==> config.mk <==
export PLATFORM = sky130hd
export DESIGN_NAME = vector_result_writeback
export DESIGN_NICKNAME = d
export VERILOG_FILES = /design/src/rtl/vector_result_writeback_pkg.sv /design/src/rtl/vector_wb_meta_fifo.sv /design/src/rtl/vector_result_writeback.sv
export SDC_FILE = /design/constraint.sdc
export NUM_CORES = 2
export LEC_CHECK = 0
export CAP_MARGIN = 20
export CORE_MARGIN = 2
export CORE_UTILIZATION = 40
export CTS_CLUSTER_DIAMETER = 60
export DETAILED_ROUTE_END_ITERATION = 12
export DONT_BUFFER_PORTS = 1
export GPL_TIMING_DRIVEN = 0
export PLACE_DENSITY = 0.59
export SLEW_MARGIN = 20
export SYNTH_ARGS = -nofsm -noshare
export SYNTH_HDL_FRONTEND = slang
export SYNTH_SLANG_ARGS = --single-unit
==> constraint.sdc <==
create_clock -name clk -period 181.6 [get_ports clk]
set_clock_uncertainty 0.1 [all_clocks]
set_input_delay 18.16 -clock clk [delete_from_list [all_inputs] [get_ports clk]]
set_output_delay 18.16 -clock clk [all_outputs]
set_load 0.02 [all_outputs]
==> src/rtl/vector_result_writeback_pkg.sv <==
// Shared codes for the vector result writeback block: function-unit status,
// element-width encodings and writeback FSM states.
package vector_result_writeback_pkg;

    typedef enum logic [1:0] {
        VEC_ALU_NOP      = 2'd0,
        VEC_ALU_WORKING  = 2'd1,
        VEC_ALU_FINISHED = 2'd2
    } vec_alu_status_e;

    localparam logic [2:0] ONE_BYTE   = 3'd0;
    localparam logic [2:0] TWO_BYTE   = 3'd1;
    localparam logic [2:0] FOUR_BYTE  = 3'd2;
    localparam logic [2:0] EIGHT_BYTE = 3'd3;

    typedef enum logic [1:0] {
        WB_IDLE  = 2'd0,
        WB_MERGE = 2'd1,
        WB_WRITE = 2'd2
    } wb_state_e;

    // log2(bytes per element); unknown codes fall back to byte elements
    function automatic logic [1:0] eew_shift(input logic [2:0] eew);
        case (eew)
            TWO_BYTE:   return 2'd1;
            FOUR_BYTE:  return 2'd2;
            EIGHT_BYTE: return 2'd3;
            default:    return 2'd0;
        endcase
    endfunction

endpackage

==> src/rtl/vector_wb_meta_fifo.sv <==
// Small FIFO holding per-instruction destination metadata between issue and
// result completion. Pointers wrap modulo META_DEPTH.
module vector_wb_meta_fifo #(
    parameter int META_DEPTH = 2,
    parameter int PAYLOAD_W  = 8
) (
    input  logic                 clk,
    input  logic                 rst,
    input  logic                 i_push,
    input  logic [PAYLOAD_W-1:0] i_din,
    input  logic                 i_pop,
    output logic [PAYLOAD_W-1:0] o_head,
    output logic                 o_full,
    output logic                 o_empty
);

    localparam int PTR_W = (META_DEPTH > 1) ? $clog2(META_DEPTH) : 1;
    localparam int CNT_W = $clog2(META_DEPTH + 1);

    logic [PAYLOAD_W-1:0] r_mem [META_DEPTH];
    logic [PTR_W-1:0]     r_wr_ptr;
    logic [PTR_W-1:0]     r_rd_ptr;
    logic [CNT_W-1:0]     r_count;

    function automatic logic [PTR_W-1:0] next_ptr(input logic [PTR_W-1:0] ptr);
        if (ptr == PTR_W'(META_DEPTH - 1)) return '0;
        return ptr + 1'b1;
    endfunction

    always_ff @(posedge clk or negedge rst) begin
        if (!rst) begin
            r_wr_ptr <= '0;
            r_rd_ptr <= '0;
            r_count  <= '0;
        end else begin
            if (i_push) r_wr_ptr <= next_ptr(r_wr_ptr);
            if (i_pop)  r_rd_ptr <= next_ptr(r_rd_ptr);
            // simultaneous push and pop leaves occupancy unchanged
            case ({i_push, i_pop})
                2'b10:   r_count <= r_count + 1'b1;
                2'b01:   r_count <= r_count - 1'b1;
                default: r_count <= r_count;
            endcase
        end
    end

    always_ff @(posedge clk) begin
        if (i_push) r_mem[r_wr_ptr] <= i_din;
    end

    assign o_head  = r_mem[r_rd_ptr];
    assign o_full  = (r_count == CNT_W'(META_DEPTH));
    assign o_empty = (r_count == '0);

endmodule

==> src/rtl/vector_result_writeback.sv <==
// Consumer end of the vector function unit: merges each finished result with the
// old destination under mask/vl rules and writes it to the register file in beats.
module vector_result_writeback
    import vector_result_writeback_pkg::*;
#(
    parameter int LEN             = 32,
    parameter int VECTOR_SIZE     = 8,
    parameter int WB_WIDTH        = 64,
    parameter int VREG_INDEX_SIZE = 5,
    parameter int META_DEPTH      = 2,
    localparam int VLEN           = VECTOR_SIZE * LEN,
    localparam int BEATS          = VLEN / WB_WIDTH,
    localparam int BEAT_W         = (BEATS > 1) ? $clog2(BEATS) : 1
) (
    input  logic                       clk,
    input  logic                       rst,
    input  logic                       rdy_in,
    input  logic                       issue,
    output logic                       issue_ready,
    input  logic [VREG_INDEX_SIZE-1:0] issue_vd,
    input  logic                       issue_vm,
    input  logic [VLEN-1:0]            issue_mask,
    input  logic [LEN-1:0]             issue_length,
    input  logic [2:0]                 issue_eew,
    input  logic [VLEN-1:0]            issue_old_vd,
    input  logic [1:0]                 vector_alu_status,
    input  logic                       is_mask,
    input  logic [VLEN-1:0]            result,
    output logic                       vreg_wr_en,
    output logic [VREG_INDEX_SIZE-1:0] vreg_wr_index,
    output logic [BEAT_W-1:0]          vreg_wr_beat,
    output logic [WB_WIDTH-1:0]        vreg_wr_data,
    output logic                       wb_done,
    output logic                       busy,
    output logic                       error
);

    localparam int NBYTES = VLEN / 8;
    localparam int IDX_W  = $clog2(VLEN);

    typedef struct packed {
        logic [VREG_INDEX_SIZE-1:0] vd;
        logic                       vm;
        logic [VLEN-1:0]            mask;
        logic [LEN-1:0]             length;
        logic [2:0]                 eew;
        logic [VLEN-1:0]            old_vd;
    } meta_t;

    localparam int META_W = $bits(meta_t);

    wb_state_e             r_state;
    logic [BEAT_W-1:0]     r_beat;
    logic                  r_error;
    meta_t                 r_meta;
    logic [VLEN-1:0]       r_result;
    logic                  r_is_mask;
    logic [VLEN-1:0]       r_wbuf;

    logic                  w_push;
    logic                  w_pop;
    logic                  w_full;
    logic                  w_empty;
    logic                  w_finished;
    logic                  w_issue_valid;
    logic [META_W-1:0]     w_head;
    meta_t                 w_issue_meta;
    logic [VLEN-1:0]       w_merged;
    logic [1:0]            w_shift;
    logic [IDX_W-1:0]      w_eidx;
    logic                  w_wr_en;
    logic                  w_last_beat;
    logic [WB_WIDTH-1:0]   w_beat_data;

    assign w_finished    = (vector_alu_status == VEC_ALU_FINISHED);
    assign w_issue_valid = issue && (issue_length != '0);
    assign w_push        = w_issue_valid && !w_full;
    assign w_pop         = (r_state == WB_IDLE) && w_finished && !w_empty;

    assign w_issue_meta = '{
        vd:     issue_vd,
        vm:     issue_vm,
        mask:   issue_mask,
        length: issue_length,
        eew:    issue_eew,
        old_vd: issue_old_vd
    };

    vector_wb_meta_fifo #(
        .META_DEPTH (META_DEPTH),
        .PAYLOAD_W  (META_W)
    ) u_meta_fifo (
        .clk     (clk),
        .rst     (rst),
        .i_push  (w_push),
        .i_din   (w_issue_meta),
        .i_pop   (w_pop),
        .o_head  (w_head),
        .o_full  (w_full),
        .o_empty (w_empty)
    );

    // Control path: FSM, beat counter and sticky protocol error
    always_ff @(posedge clk or negedge rst) begin
        if (!rst) begin
            r_state <= WB_IDLE;
            r_beat  <= '0;
            r_error <= 1'b0;
        end else begin
            if ((w_issue_valid && w_full) ||
                (w_finished && ((r_state != WB_IDLE) || w_empty))) begin
                r_error <= 1'b1;
            end
            case (r_state)
                WB_IDLE: begin
                    if (w_pop) r_state <= WB_MERGE;
                end
                WB_MERGE: begin
                    r_state <= WB_WRITE;
                    r_beat  <= '0;
                end
                WB_WRITE: begin
                    if (rdy_in) begin
                        if (w_last_beat) begin
                            r_state <= WB_IDLE;
                            r_beat  <= '0;
                        end else begin
                            r_beat <= r_beat + 1'b1;
                        end
                    end
                end
                default: r_state <= WB_IDLE;
            endcase
        end
    end

    // Data path: captured result, working metadata and merged write buffer
    always_ff @(posedge clk) begin
        if (w_pop) begin
            r_result  <= result;
            r_is_mask <= is_mask;
            r_meta    <= meta_t'(w_head);
        end
        if (r_state == WB_MERGE) r_wbuf <= w_merged;
    end

    // Inactive and tail elements stay undisturbed; byte k of the vector belongs
    // to element k>>shift, so the VLEN/E cap on the element count is implicit.
    always_comb begin
        w_merged = r_meta.old_vd;
        w_shift  = eew_shift(r_meta.eew);
        w_eidx   = '0;
        if (r_is_mask) begin
            for (int b = 0; b < VLEN; b++) begin
                if ((LEN'(b) < r_meta.length) && (r_meta.vm || r_meta.mask[b])) begin
                    w_merged[b] = r_result[b];
                end
            end
        end else begin
            for (int k = 0; k < NBYTES; k++) begin
                w_eidx = IDX_W'(k) >> w_shift;
                if ((LEN'(w_eidx) < r_meta.length) && (r_meta.vm || r_meta.mask[w_eidx])) begin
                    w_merged[k*8 +: 8] = r_result[k*8 +: 8];
                end
            end
        end
    end

    always_comb begin
        w_beat_data = '0;
        for (int k = 0; k < BEATS; k++) begin
            if (r_beat == BEAT_W'(k)) w_beat_data = r_wbuf[k*WB_WIDTH +: WB_WIDTH];
        end
    end

    assign w_last_beat   = (r_beat == BEAT_W'(BEATS - 1));
    assign w_wr_en       = (r_state == WB_WRITE) && rdy_in;

    assign vreg_wr_en    = w_wr_en;
    assign vreg_wr_index = (r_state == WB_WRITE) ? r_meta.vd : '0;
    assign vreg_wr_beat  = r_beat;
    assign vreg_wr_data  = (r_state == WB_WRITE) ? w_beat_data : '0;
    assign wb_done       = w_wr_en && w_last_beat;
    assign busy          = (r_state != WB_IDLE);
    assign issue_ready   = !w_full;
    assign error         = r_error;

endmodule

==> run_results.csv <==
group,metric,value,unit
power_and_ir_drop,p_total,1720,uW
sta,max_freq,27.0,MHz
clock_network,postCtsSetupRepairBufs,0,
route,drtAntennaViolNets,0,
setup_path,cp-end-kind,"output port",
setup_path,arrival,18810,ps
setup_path,worst_ep_required_time,163340,ps
floorplan,io_pins,892,
yosys,syn_avg_cell_area,16.9,um2
floorplan,placementRows,171,
clock_network,numClockSinks,2181,
setup_path,worst_path_dominant_cell_family,"simple AND/OR/NAND/NOR gates",
clock_network,cts_root_buf,"clkbuf_16",
floorplan,dieHeight,471,um
yosys,yosysWarnings,0,
yosys,ys_seq_area_frac,0.749,
clock_network,clk_latency,930,ps
sta,slew_violations,0,
power_and_ir_drop,leakage,0.0334,uW
sta,setup_violations,0,
hold_path,hold_path_class,"reg2reg",
global_route,grt_max_degree,83,
floorplan,fp.dieW,471,um
floorplan,coreArea,0.217,mm2
yosys,synth_seq_cells,2181,
sta,tightest_slew,1320,ps
yosys,synth_nets,6031,
sta,timing_hold_violations_final,0,
clock_network,cts_buffers,228,
yosys,synth_flop_cell,"edfxtp_1",
clock_network,cts_resized,0,
setup_path,cp-start-kind,"primary input",
placed_design,gp_congestion,1.05,
yosys,netlist.area_leader.share,0.746,
clock_network,clkTransAtPathRegs,60,ps
global_route,grt.overflow.total,0,
yosys,ys_types,70,
yosys,synth_area_leaders,"edfxtp_1 (75%), mux2_2 (11%), mux4_2 (2.4%)",
yosys,syn-cell-area,0.0874,mm2
route,drc,0,
floorplan,die_area,0.222,mm2
layout,drive_above_1_share,0.276,
placed_design,portBuffers,0,
floorplan,initial_core_util,0.402,
power_and_ir_drop,ir_drop,11.3,uV
route,viasPerCell,6.29,
run,max_cap_violations,0,
layout,area_delta_synth_final,17.0,%
route,drt_iter0_drc,8958,
sta,rsz0062_at_grt,"no",
placed_design,place_area,0.0941,mm2
yosys,async_flop_share,0.00413,
setup_path,crit_buf_inv,0,
setup_path,critPathMaxStageDelay,590,ps
sta,finalSetupTns,0,ps
clock_network,cts_tree,"yes",
setup_path,path_max_fanout,2,
setup_path,crit_chain,"nand2_1 -> nor2_1",
setup_path,cp_slowest_cell,"nor2_1",
route,wl_per_cell,48.0,um
global_route,grtUsageTotal,0.372,
route,wirelength,422000,um
yosys,synthCells,5182,
run_status,status,"finished, final reports clean",
global_route,grt_pass1_wl,531000,um
route,num_vias,55300,
global_route,antenna_found_initial,196,
placed_design,dpl.hpwl,327000,um
sta,maxSlewHeadroom,0.122,
clock_network,holdBufCountCts,0,
clock_network,cts_buffer_depth,3,
clock_network,htree_levels,4,
setup_path,critPathKind,"in2out",
power_and_ir_drop,power.density,16.8,mW/mm2
layout,nets,6463,
yosys,synth_area_leader_cell,"edfxtp_1",
sta,period_share,0.204,
yosys,synth_edf_count,2172,
global_route,grt_pass1_vias,52100,
sta,period_needed,37070,ps
route,drt_first_pass_iters,7,
layout,final_area,0.102,mm2
## placed cells by master (no fill, tap or decap), types with 23 or more instances in the layout
cell type and instances:
a21oi_1 372, a22oi_1 67, buf_12 40, buf_16 38, buf_2 28, buf_4 95, buf_6 29, bufinv_16 23
clkbuf_1 245, clkbuf_16 229, clkbuf_2 57, clkinv_1 55, clkinv_2 39, diode_2 125, edfxtp_1 2172, ha_1 33
mux2_2 823, mux4_2 93, nand2_1 180, nor2_1 431, o21ai_0 311, o221ai_1 29
## sequential cells by signal, indices dropped and copies added (netlist names), 2 cells and up
name	count
u_meta_fifo.r_mem	1106
r_meta	553
r_result	256
u_meta_fifo.r_count	2
r_wbuf	256
vreg_wr_beat	2
r_state	2
## cell usage after synthesis, drive strengths merged (4+ instances only)
master / count
nor4: 18
mux2i: 22
edfxtp: 2172
nand3: 22
or2: 7
a22oi: 67
mux4: 97
nand4: 5
ha: 33
nor2b: 14
o221a: 4
or3: 6
o31ai: 13
o22ai: 16
clkinv: 6
a2111oi: 5
nand2: 180
a311oi: 4
o221ai: 30
a221oi: 5
inv: 20
o21ai: 323
and3: 8
mux2: 823
nor2: 435
a31oi: 21
a21oi: 374
nand3b: 4
and2: 12
dfrtp: 9
a211oi: 24
o21bai: 10
o211ai: 10
nor3b: 4
buf: 47
nand2b: 10
nor3: 17
xnor2: 4
clkbuf: 264
## power by group
| group | switching, uW | internal (uW) |
|---|---|---|
| Combinational | 349 | 158 |
| Sequential | 45.5 | 684 |
| Clock | 209 | 270 |
## stage by stage
stage	cells	hold WS (ps)	utilization	setup slack, ps
floorplan	5182	368	-	102000
global placement	8036	382	0.419	67970
detailed placement	8233	423	0.433	144470
CTS	8666	396	0.469	144470
global route	8691	417	0.470	144490
finish	8796	407	0.471	144530
## path summary, 6_finish.rpt
kind,start,endpoint,slack [ps],cells after the start
worst max-delay path,rdy_in,wb_done,144530,2
worst min-delay path,u_meta_fifo.r_mem[0][285],r_meta[285],410,1
worst max register to register,r_meta[257],r_wbuf[209],173950,14
worst min register to register,u_meta_fifo.r_mem[0][285],r_meta[285],410,1
max in group asynchronous,rst,vreg_wr_beat[0],164500,0
min in group asynchronous,rst,u_meta_fifo.r_count[0],16820,0
## layer usage
layer	GRT usage	up-vias	wire length (um)
li1	-	21300	-
met1	0.454	28900	155000
met2	0.549	3965	184000
met3	0.161	967	54100
met4	0.213	141	28600
met5	0.000216	-	1000
## cell families after synthesis
family                   count (synthesis)  synth area share
buffers and inverters                  337            0.0151
flip-flops                            2181             0.749
multiplexers                           942             0.134
AND/OR/NAND/NOR                        748            0.0357
XOR/XNOR                                 6          0.000601
AO/OA/AOI/OAI                          935            0.0614
adder cells (fa/ha/maj)                 33           0.00472
## final cells by class
type | count | area, um2
Fill cell | 18500 | 115000
Sequential cell | 2181 | 65400
Multi-Input combinational cell | 2664 | 20800
Clock buffer | 275 | 5950
Tap cell | 2854 | 3570
Timing Repair Buffer | 202 | 2920
Clock inverter | 158 | 1790
Buffer | 311 | 1310
Antenna cell | 125 | 313
Inverter | 26 | 105
(Power assumes the default switching activity.)
